**config.mk**
```make
export PLATFORM = sky130hd
export DESIGN_NAME = alu
export DESIGN_NICKNAME = d
export VERILOG_FILES = /design/src/rtl/alu.sv
export SDC_FILE = /design/constraint.sdc
export NUM_CORES = 1
export LEC_CHECK = 0
export CORE_ASPECT_RATIO = 0.7
export CORE_MARGIN = 5
export CORE_UTILIZATION = 35
export CTS_CLUSTER_DIAMETER = 150
export DETAILED_ROUTE_END_ITERATION = 8
export SLEW_MARGIN = 20
export SYNTH_ARGS = -nofsm -noshare
export SYNTH_HDL_FRONTEND = slang
export SYNTH_SLANG_ARGS = --single-unit
export TNS_END_PERCENT = 30
```
**constraint.sdc**
```tcl
create_clock -name clk -period 5.35 [get_ports clk]
set_input_delay 1.07 -clock clk [delete_from_list [all_inputs] [get_ports clk]]
set_output_delay 1.07 -clock clk [all_outputs]
set_load 0.05 [all_outputs]
```
**src/rtl/alu.sv**
```systemverilog
// 64-bit Y86 execute-stage ALU: add/sub/and/xor with a registered result and signed-overflow flag.
// Define ALU_FLAGS_EN to add the registered zero (zf) and sign (sf) flag outputs.
module alu (
   input  logic        clk,
   input  logic        rst,
   input  logic [63:0] a,
   input  logic [63:0] b,
   input  logic [1:0]  sel,
   output logic [63:0] ans,
   output logic        overflow
`ifdef ALU_FLAGS_EN
   ,
   output logic        zf,
   output logic        sf
`endif
);

   localparam logic [1:0] SEL_ADD = 2'b00;
   localparam logic [1:0] SEL_SUB = 2'b01;
   localparam logic [1:0] SEL_AND = 2'b10;
   localparam logic [1:0] SEL_XOR = 2'b11;

   logic        sub;
   logic [63:0] b_eff;
   logic [63:0] sum;
   logic        arith_ovf;
   logic [63:0] result;
   logic        result_ovf;

   // Add and subtract share one carry chain: a + ~b + 1 for subtract.
   assign sub       = (sel == SEL_SUB);
   assign b_eff     = b ^ {64{sub}};
   assign sum       = a + b_eff + {63'd0, sub};
   assign arith_ovf = (a[63] == b_eff[63]) && (sum[63] != a[63]);

   always_comb begin
      result     = sum;
      result_ovf = 1'b0;
      case (sel)
         SEL_ADD,
         SEL_SUB: begin
            result     = sum;
            result_ovf = arith_ovf;
         end
         SEL_AND: result = a & b;
         SEL_XOR: result = a ^ b;
         default: result = sum;
      endcase
   end

   always_ff @(posedge clk) begin
      if (rst) begin
         ans      <= 64'd0;
         overflow <= 1'b0;
      end else begin
         ans      <= result;
         overflow <= result_ovf;
      end
   end

`ifdef ALU_FLAGS_EN
   always_ff @(posedge clk) begin
      if (rst) begin
         zf <= 1'b1;
         sf <= 1'b0;
      end else begin
         zf <= (result == 64'd0);
         sf <= result[63];
      end
   end
`endif

endmodule

```
==> flow_summary.json <==
{
  "ys_types": 79,
  "cap_viol_max_count": 0,
  "yosys-top-cells-count": "126 x ha_1, 89 x xnor2_1, 78 x a21oi_1, 68 x nor2_1, 65 x dfxtp_1",
  "hold_ws_ns": 1.138,
  "relSlewSlack": 0.2775,
  "synth.avg_cell_area_um2": 8.291,
  "utilization": 0.4676,
  "ant_nets": 0,
  "async_flop_share": 0,
  "drcViolationCount": 0,
  "p_total_mw": 2.776,
  "globalplace.congestion": 0.9300,
  "start_util": 0.3554,
  "n_antenna_cell": 0,
  "die_w_um": 191.4,
  "hold_buffers": 0,
  "holdPathStages": 3,
  "cts_resized": 0,
  "ys_seq_area_frac": 0.1615,
  "multi_input_area_um2": 6469,
  "wl_mm": 27.83,
  "cts_root_buf": "clkbuf_16",
  "num_vias": 7977,
  "fin_setup_tns_ns": 0,
  "regArea_um2": 1301,
  "drive_above_1_share": 0.04466,
  "hold_path_class": "primary input to flip-flop",
  "worst_setup_path_end_kind": "flip-flop",
  "cp_top_family": "compound AO/OA/AOI/OAI gates",
  "fill_cells": 2243,
  "synth_area_um2": 8059,
  "vias_per_cell": 5.486,
  "crit_slowest_cell": "o311a_1",
  "ioPinCount": 197,
  "nets": 1396,
  "clk_pin_slew_worst_paths_ns": 0.06,
  "synth_cells": 972,
  "antenna_found_initial": 0,
  "synth_top_family_by_area": "compound AO/OA/AOI/OAI gates",
  "yosysMostFrequentCell": "ha_1",
  "yosys.area.top_type": "ha_1",
  "power_density_nw_per_um2": 261.8,
  "yosys_register_bits": 65,
  "cpPeakStageDelay_ns": 0.42,
  "fp.dieH_um": 137.0,
  "placement.cell_area_um2": 10280,
  "worst_slew_pin_slew_ns": 1.080,
  "fin_crit_sh": 0.8490,
  "core_um2": 22680,
  "numCtsBuffers": 9,
  "worstPathMaxFanout": 32,
  "synth_adder_area_share": 0.1981,
  "drtPass1Iterations": 5,
  "synth_edf_count": 0,
  "wl_per_cell_um": 19.14,
  "ys.flop_type": "dfxtp_1",
  "post-place-ws_ns": 0.4612,
  "cts.sinks": 65,
  "initialDrtViolationCount": 587,
  "crit_arrival_ns": 4.79,
  "cp.required_ns": 5.59,
  "critPathLaunchType": "primary input",
  "rows": 46,
  "grt_pass1_vias": 7730,
  "dp_cells": 1438,
  "yosysWarnings": 0,
  "layout.cells.non_filler": 1454,
  "post_cts_buffers": 0,
  "synth_top_area_frac": 0.1956,
  "dieArea_um2": 26210,
  "setup_viol": 0,
  "yosys-top-cells-area": "ha_1 20%, dfxtp_1 16%, xnor2_1 9.7%",
  "worstHoldStart": "sel[1]",
  "rsz0062_at_grt": "false",
  "timing_worst_setup_path_type": "primary input to flip-flop",
  "peakVddDrop_v": 0.0001514,
  "grt_overflow_total": 0,
  "grt_pass1_wl_mm": 42.89,
  "synthToLayoutAreaGrowth_pct": 31.58,
  "fin_crit_ns": 4.542,
  "path_cells": "buf_2 -> inv_2 -> nand2_4 -> buf_4 -> xnor2_1 -> ha_1 -> a21o_1 -> o2111ai_1 -> nand3_2 -> o311a_1 -> nor3_4 -> a31oi_1 -> a211o_1 -> a2111oi_1",
  "timing.fmax_mhz": 220.2,
  "h-tree-depth": 3,
  "cts_tree": "done",
  "postLayoutCellArea_um2": 10600,
  "slew_violations": 0,
  "synth.net_count": 1231,
  "port_buffers": 196,
  "synthXorXnorAreaFrac": 0.1217,
  "grt_max_degree": 66,
  "grt_usage": 0.2069,
  "yosys.area_share.simple": 0.1315,
  "p_leak_nw": 4.479,
  "holdPathEnd": "ans[40]",
  "status": "complete, no violations",
  "cp.buffers_inverters": 3,
  "synth-compound-area-share": 0.2737,
  "finalHoldViolations": 0,
  "dp.final_hpwl_mm": 22.30,
  "cts_max_path_buffers": 2,
  "fin_ws_ns": 0.8079,
  "synth.mux.area_fraction": 0.07670
}
## cells in the final DEF, fill, tap and decap left out, types with 6 or more instances in the layout
master | netlist | routed
nor2_1 | 68 | 68
dfxtp_1 | 65 | 65
inv_1 | 26 | 26
nand3_1 | 15 | 15
clkbuf_16 | 0 | 9
a21boi_0 | 7 | 7
nor3_1 | 11 | 11
a211oi_1 | 35 | 35
nor2b_1 | 7 | 7
o21a_1 | 8 | 8
clkdlybuf4s50_1 | 0 | 194
mux2i_1 | 55 | 55
xor2_1 | 23 | 23
nand2_1 | 53 | 52
o22ai_1 | 17 | 17
xnor2_1 | 89 | 89
a21oi_1 | 78 | 78
and3_1 | 6 | 6
a21o_1 | 40 | 40
a31oi_1 | 12 | 12
o2111ai_1 | 7 | 7
ha_1 | 126 | 126
mux2_2 | 6 | 6
buf_4 | 1 | 10
o21bai_1 | 17 | 17
o21ai_0 | 37 | 37
nand4_1 | 19 | 19
## worst max path at each step
stage,from,end,slack (ns),depth (start not counted)
6_report,sel[1],ans[51],0.81,14
5_1_grt,sel[1],ans[51],0.58,15
4_1_cts,sel[1],ans[51],0.83,14
3_5_place_dp,sel[1],ans[51],0.46,14
3_3_place_gp,sel[1],ans[56],0.51,15
2_1_floorplan,sel[0],ans[62],0.69,14
## power breakdown
| part | internal (mW) | switching [mW] |
|---|---|---|
| Combinational | 0.609 | 0.929 |
| Clock | 0.408 | 0.259 |
| Sequential | 0.550 | 0.0215 |
## layout make-up
| cell class | instances | share of cell area |
|---|---|---|
| multi-input cells | 829 | 0.6100 |
| repair buffers | 205 | 0.1907 |
| flip-flops and latches | 65 | 0.1227 |
| well taps | 312 | 0.03681 |
| clock buffers | 9 | 0.02124 |
| inverters | 27 | 0.009558 |
| clock inverters | 7 | 0.008968 |
## cells by family (layout without fill, tap and decap cells)
group | Yosys count | count (layout)
xor gates and xnor gates | 112 | 112
adders and majority gates | 127 | 127
DFF | 65 | 65
and+or+nand+nor | 214 | 214
buffers and inverters | 78 | 248
AOI/OAI and AO/OA | 315 | 315
muxes | 61 | 61
## layer usage
layer  vias up  track usage  wire [µm]
met5         -            0          0
met4         0      0.03469        248
met3        17      0.04972       2130
met2       277       0.2940      10950
met1      3706       0.3171      14500
li1       3977            -          -
## registers in the layout, summed over array words and instances (netlist names)
register and flops:
overflow 1, ans 64
Power figures use the tool's default switching activity.
